**config.mk**
```make
export PLATFORM = sky130hd
export DESIGN_NAME = pc_fetch_unit_flat
export DESIGN_NICKNAME = d
export VERILOG_FILES = /design/src/rtl/pc_fetch_unit_if.sv /design/src/rtl/pc_fetch_unit.sv /design/src/flat_wrapper.sv
export SDC_FILE = /design/constraint.sdc
export NUM_CORES = 1
export LEC_CHECK = 0
export ABC_AREA = 1
export CAP_MARGIN = 20
export CORE_ASPECT_RATIO = 0.9
export CORE_MARGIN = 5
export CORE_UTILIZATION = 39
export CTS_CLUSTER_SIZE = 12
export DETAILED_ROUTE_END_ITERATION = 10
export GPL_ROUTABILITY_DRIVEN = 0
export PLACE_DENSITY = 0.67
export SYNTH_ARGS = -nofsm -noshare
export SYNTH_HDL_FRONTEND = slang
export SYNTH_SLANG_ARGS = --single-unit
export TNS_END_PERCENT = 20
```
**constraint.sdc**
```tcl
create_clock -name clk -period 2.6 [get_ports clk]
set_input_delay 0.39 -clock clk [delete_from_list [all_inputs] [get_ports clk]]
set_output_delay 0.39 -clock clk [all_outputs]
set_load 0.05 [all_outputs]
```
**src/rtl/pc_fetch_unit_if.sv**
```systemverilog
// Fetch-stage bus: jump-control redirect, hazard stall, instruction ROM
// port and the IF/ID outputs toward decode.
interface pc_fetch_unit_if #(
   parameter int unsigned AW = 8,
   parameter int unsigned IW = 20
);
   logic          pc_mux_sel;
   logic [AW-1:0] jmp_loc;
   logic          stall;
   logic [AW-1:0] imem_addr;
   logic [IW-1:0] imem_data;
   logic [IW-1:0] ins;
   logic [AW-1:0] current_address;
   logic          ins_valid;

   // Fetch unit side
   modport master (
      input  pc_mux_sel, jmp_loc, stall, imem_data,
      output imem_addr, ins, current_address, ins_valid
   );

   // Environment side (jump control, hazard unit, ROM, decode)
   modport slave (
      output pc_mux_sel, jmp_loc, stall, imem_data,
      input  imem_addr, ins, current_address, ins_valid
   );
endinterface

```
**src/rtl/pc_fetch_unit.sv**
```systemverilog
// Instruction-fetch stage: program counter, synchronous ROM addressing and
// the IF/ID register. Redirects take priority over stalls; a redirect costs
// two bubbles before the target word reaches decode.
// Optional build macro FETCH_PERF_CNT_EN adds saturating fetch/flush counters.
module pc_fetch_unit #(
   parameter int unsigned   AW           = 8,
   parameter int unsigned   IW           = 20,
   parameter logic [AW-1:0] RESET_VECTOR = '0,
   parameter logic [IW-1:0] NOP_WORD     = '0
) (
   input  logic             clk,
   input  logic             reset,
`ifdef FETCH_PERF_CNT_EN
   output logic [15:0]      fetch_cnt,
   output logic [15:0]      flush_cnt,
`endif
   pc_fetch_unit_if.master  bus
);

   logic [AW-1:0] pc_f;
   logic [AW-1:0] rsp_pc;
   logic          rsp_valid;
   logic [IW-1:0] ins_q;
   logic [AW-1:0] cur_addr_q;
   logic          ins_valid_q;

   // During a plain stall re-present the in-flight address so imem_data stays put.
   assign bus.imem_addr       = (bus.stall & ~bus.pc_mux_sel) ? rsp_pc : pc_f;
   assign bus.ins             = ins_q;
   assign bus.current_address = cur_addr_q;
   assign bus.ins_valid       = ins_valid_q;

   // PC, in-flight response tracking and IF/ID register.
   always_ff @(posedge clk or posedge reset) begin
      if (reset) begin
         pc_f        <= RESET_VECTOR;
         rsp_pc      <= RESET_VECTOR;
         rsp_valid   <= 1'b0;
         ins_q       <= NOP_WORD;
         cur_addr_q  <= RESET_VECTOR;
         ins_valid_q <= 1'b0;
      end else if (bus.pc_mux_sel) begin
         // Drop the in-flight word; decode sees a bubble tagged with the old PC.
         pc_f        <= bus.jmp_loc;
         rsp_valid   <= 1'b0;
         ins_q       <= NOP_WORD;
         ins_valid_q <= 1'b0;
      end else if (!bus.stall) begin
         if (rsp_valid) begin
            ins_q       <= bus.imem_data;
            cur_addr_q  <= rsp_pc;
            ins_valid_q <= 1'b1;
         end else begin
            ins_q       <= NOP_WORD;
            ins_valid_q <= 1'b0;
         end
         rsp_pc    <= pc_f;
         rsp_valid <= 1'b1;
         pc_f      <= pc_f + 1'b1;
      end
   end

`ifdef FETCH_PERF_CNT_EN
   logic [15:0] fetch_cnt_q;
   logic [15:0] flush_cnt_q;

   assign fetch_cnt = fetch_cnt_q;
   assign flush_cnt = flush_cnt_q;

   // Saturating counts of delivered instructions and discarded in-flight words.
   always_ff @(posedge clk or posedge reset) begin
      if (reset) begin
         fetch_cnt_q <= '0;
         flush_cnt_q <= '0;
      end else if (bus.pc_mux_sel) begin
         if (rsp_valid && flush_cnt_q != 16'hFFFF) begin
            flush_cnt_q <= flush_cnt_q + 16'd1;
         end
      end else if (!bus.stall && rsp_valid && fetch_cnt_q != 16'hFFFF) begin
         fetch_cnt_q <= fetch_cnt_q + 16'd1;
      end
   end
`endif

endmodule

```
**src/flat_wrapper.sv**
```systemverilog
// flat-port wrapper written by rule: the top's interface ports become plain ports
module pc_fetch_unit_flat 
#(
   parameter int unsigned   AW           = 8,
   parameter int unsigned   IW           = 20,
   parameter logic [AW-1:0] RESET_VECTOR = '0,
   parameter logic [IW-1:0] NOP_WORD     = '0
)
  (clk, reset, bus_pc_mux_sel, bus_jmp_loc, bus_stall, bus_imem_data, bus_imem_addr, bus_ins, bus_current_address, bus_ins_valid);
  pc_fetch_unit_if #(.AW(AW), .IW(IW)) bus_i ();
  input  logic clk;
  input  logic reset;
  input wire logic [$bits(bus_i.pc_mux_sel)-1:0] bus_pc_mux_sel;
  input wire logic [$bits(bus_i.jmp_loc)-1:0] bus_jmp_loc;
  input wire logic [$bits(bus_i.stall)-1:0] bus_stall;
  input wire logic [$bits(bus_i.imem_data)-1:0] bus_imem_data;
  output wire logic [$bits(bus_i.imem_addr)-1:0] bus_imem_addr;
  output wire logic [$bits(bus_i.ins)-1:0] bus_ins;
  output wire logic [$bits(bus_i.current_address)-1:0] bus_current_address;
  output wire logic [$bits(bus_i.ins_valid)-1:0] bus_ins_valid;
  assign bus_i.pc_mux_sel = bus_pc_mux_sel;
  assign bus_i.jmp_loc = bus_jmp_loc;
  assign bus_i.stall = bus_stall;
  assign bus_i.imem_data = bus_imem_data;
  assign bus_imem_addr = bus_i.imem_addr;
  assign bus_ins = bus_i.ins;
  assign bus_current_address = bus_i.current_address;
  assign bus_ins_valid = bus_i.ins_valid;
  pc_fetch_unit #(.AW(AW), .IW(IW), .RESET_VECTOR(RESET_VECTOR), .NOP_WORD(NOP_WORD)) u_core (.clk(clk), .reset(reset), .bus(bus_i));
endmodule
```
Yosys cells after proc, flatten, opt, wreduce, memory -nomap -nowiden
Cells that the tools add are included.
{ "classes": {"addsub": 1, "n_eq_ne": 1, "muxes": 11, "bitwise": 3, "reduce_logical": 2} }
{ "op_table": {"columns": ["cell", "count"], "rows": [
  ["$mux W20", 3],
  ["$mux W8", 3],
  ["$add A8 B1 Y8 const B", 1],
  ["$mux W1", 5],
  ["$reduce_and A3 Y1", 1],
  ["$ne A2 B2 Y1 const B", 1],
  ["$not A1 Y1", 2],
  ["$reduce_and A2 Y1", 1],
  ["$and A1 B1 Y1", 1]
]} }
{ "word_totals": {"reg_bits": 46, "input_bits": 32, "out_inout_bits": 37, "wordCells": 24} }

Longest topological paths before layout
{ "depth": {"depth_word": 3, "mapped_depth": 8, "mapped_depth_nobuf": 6} }

Worst setup path after synthesis
OpenSTA, ideal clock, no wires.
{ "synth_timing": {"kind": "input to output", "start": "input bus_pc_mux_sel", "end": "output bus_imem_addr[0]", "t_arrival_ns": 1.936, "t_required_ns": 2.210, "setup_slack_ns": 0.274, "path_stages": 5, "path_buffers": 2, "path_cell_list": "buf_6 -> inv_8 -> nand2_2 -> buf_2 -> o21ai_0"} }
{ "synth_via": {"elab_chain_cells": 3} }
{ "synth_rtl": {"columns": ["item", "line_no", "source"], "rows": [
  ["start, declared", "flat_wrapper.sv:13", "input wire logic [$bits(bus_i.pc_mux_sel)-1:0] bus_pc_mux_sel;"],
  ["$not A1 Y1 (no source line)", null, null],
  ["$and A1 B1 Y1", "pc_fetch_unit.sv:28", "assign bus.imem_addr = (bus.stall & ~bus.pc_mux_sel) ? rsp_pc : pc_f;"],
  ["$mux W8", "pc_fetch_unit.sv:28", null],
  ["end, declared", "flat_wrapper.sv:17", "output wire logic [$bits(bus_i.imem_addr)-1:0] bus_imem_addr;"]
]} }
No other way between the ends.

Worst setup path in the final report
{ "layout_timing": {"start": "input bus_pc_mux_sel", "end": "output bus_imem_addr[2]"} }
The elaborated chain is that of the path after synthesis.

==> impl_metrics.csv <==
group,metric,value,unit
sta,setup_slack,0.424,ns
floorplanning,io_pins,69,
global_routing,grt_pass1_wl,8620,um
power_and_ir_drop,p_sw_frac,0.358,
worst_setup_path,path_cells,"clkdlybuf4s50_1 -> inv_8 -> nand2_2 -> o21ai_0 -> buf_12",
cts,cts_resized,0,
cts,h-tree-depth,2,
floorplanning,dieArea,7090,um^2
detailed_routing,routed_wl,5110,um
cts,clk_pin_slew,0.08,ns
power_and_ir_drop,p_sw,0.000703,W
global_routing,grt_max_degree,47,
sta,finalSetupViolations,0,
power_and_ir_drop,pwr-share-seq,0.439,
cts,clockBufferDepth,2,
sta,rsz0062_at_grt,"no",
worst_setup_path,required,2.21,ns
synthesis,syn_area_per_cell,8.52,um^2
layout,layout.nets,350,
detailed_routing,wl_per_cell,13.3,um
placed_design,io_buffer_count,68,
floorplanning,die_h,80.4,um
layout,multi_input_area,806,um^2
power_and_ir_drop,p_per_area,653,nW/um^2
cts,cts_buffers,5,
layout,fillers,516,
sta,worst_pin_slew,0.794,ns
run,drv_cap,0,
layout,num_antenna_cells,0,
sta,fin_skew,0.00294,ns
layout,final_common_cell,"nand2_1",
worst_setup_path,path_delay_family,"buffers and inverters",
floorplanning,die_w,88.2,um
worst_setup_path,slowest_stage,"clkdlybuf4s50_1",
worst_setup_path,start_kind,"input pin",
cts,clock_latency,0.29,ns
detailed_routing,drt-pass1-iter-count,4,
sta,drv_slew,0,
sta,tns,0,ns
floorplanning,core,5290,um^2
sta,whs,0.481,ns
sta,final_hold_viol_count,0,
floorplanning,start_util,0.406,
synthesis,synth_seq_cells,46,
cts,clock_sinks,46,
cts,cts_tree,"built",
synthesis,synth.net_count,285,
sta,period_needed,2.18,ns
layout,seqCellArea,1150,um^2
layout,area_growth,40.0,%
cts,cts_root_buffer,"clkbuf_8",
layout,drive_gt1_frac,0.107,
global_routing,grt_pass1_vias,1805,
sta,post-route-period-util,0.837,
worst_setup_path,crit_buf_inv,3,
worst_setup_path,cp_max_fo,18,
min_path,hold_path.class,"reg2reg",
detailed_routing,vias,1852,
sta,relSlewSlack,0.470,
power_and_ir_drop,p_leak,1.46,nW
synthesis,postSynthCellCount,252,
worst_setup_path,worstPathArrival,1.79,ns
worst_setup_path,worstSetupEndpointType,"output port",
worst_setup_path,path_class,"in2out",
detailed_routing,drt_iter0_drc,141,
detailed_routing,vias_per_cell,4.81,
detailed_routing,drtAntennaViolNets,0,
synthesis,yosysUniqueCellTypes,23,
worst_setup_path,critPathMaxStageDelay,0.51,ns
placed_design,hpwl,3630,um
cts,postCtsSetupBuffers,0,
global_routing,grt.total_usage,0.158,
power_and_ir_drop,p_comb_frac,0.331,
run_status,outcome,"finished clean",
cts,cts_hold_buf,0,
global_routing,grt-ovfl-total,0,
synthesis,syn-cell-area,2150,um^2
global_routing,antenna_found_initial,0,
power_and_ir_drop,power_frac_clock,0.229,
synthesis,ys_seq_area_frac,0.536,
placed_design,preCtsSetupSlack,0.409,ns
synthesis,ys_warn_count,0,
floorplanning,rows,25,
power_and_ir_drop,power.internal,0.00126,W
detailed_routing,drc,0,
sta,max_freq,0.460,GHz
power_and_ir_drop,ir_drop,342,uV
layout,mostFrequentLayoutCells,"nand2_1 (91), clkdlybuf4s50_1 (60), dfrtp_1 (46)",
[routing by layer]
metal	routed length, um	track usage	vias to the layer above
met4	40	0.0634	0
met3	409	0.0359	4
met2	2340	0.239	71
met5	0	0	-
li1	-	-	923
met1	2320	0.217	854
[power by group through the flow]
stage                     clock network, W  registers (W)  logic, W
final                             0.000450       0.000862  0.000651
after global routing              0.000499       0.000875  0.000693
after CTS                         0.000466       0.000863  0.000659
after detailed placement                 0       0.000877  0.000659
after global placement                   0       0.000876  0.000651
after floorplan                          0        0.00101  0.000260
[synth_stat cells]
cell type  instances  area [um^2]
nand2_1           91          342
dfrtp_1           46         1150
nand3_1           34          170
inv_1             19         71.3
o21ai_0           16         80.1
nor2_1            11         41.3
o21ai_2            8         70.1
buf_2              5         25.0
a21oi_1            3         15.0
buf_6              3         33.8
buf_4              2         15.0
inv_8              2         22.5
nand2_2            2         12.5
buf_8              1         15.0
clkbuf_1           1         3.75
ha_1               1         12.5
inv_2              1         3.75
nand2_4            1         11.3
nand2_8            1         20.0
nand4_1            1         6.26
nor2_4             1         11.3
o21ai_1            1         5.00
xor2_1             1         8.76
[flip-flops by register name, summed over array words and instances, names as in the netlist]
| register | count |
|---|---|
| u_core.bus.ins | 20 |
| u_core.bus.current_address | 8 |
| u_core.pc_f | 8 |
| u_core.rsp_pc | 8 |
| u_core.bus.ins_valid | 1 |
| u_core.rsp_valid | 1 |
[worst min-delay path, stage by stage, from the launching register on]
cell     delay, ns
dfrtp_1       0.35
nand2_1       0.05
nand2_1       0.05
[final cells by class]
cell class	count	area share
Sequential cell	46	0.383
Clock inverter	1	0.00167
Inverter	22	0.0325
Clock buffer	7	0.0287
Timing Repair Buffer	70	0.258
Tap cell	67	0.0279
Multi-Input combinational cell	172	0.268
[path summary, 6_finish.rpt]
check / start / endpoint / slack, ns / cells after the start
max: bus_pc_mux_sel / bus_imem_addr[2] / 0.42 / 5
min: u_core.bus.ins[11] / u_core.bus.ins[11] / 0.48 / 2
max reg2reg: u_core.rsp_valid / u_core.bus.current_address[7] / 1.15 / 3
min reg2reg: u_core.bus.ins[11] / u_core.bus.ins[11] / 0.48 / 2
max in group asynchronous: reset / u_core.bus.ins[10] / 1.65 / 3
min in group asynchronous: reset / u_core.bus.ins_valid / 0.54 / 3
[kinds of logic after synthesis]
kind of cell,Yosys count,share of synthesized area
XOR/XNOR,1,0.00408
adder cells (fa/ha/maj),1,0.00583
AO/OA/AOI/OAI,28,0.0793
flip-flops,46,0.536
buffers and inverters,34,0.0886
AND/OR/NAND/NOR,142,0.286
[through the flow]
step	util	cells	power (W)	instance area, um^2
2_1_floorplan	-	252	0.00127	2150
3_3_place_gp	0.551	377	0.00153	2910
3_5_place_dp	0.551	377	0.00154	2910
4_1_cts	0.569	385	0.00199	3010
5_1_grt	0.569	385	0.00207	3010
6_report	0.569	385	0.00196	3010
(Power assumes the default switching activity.)
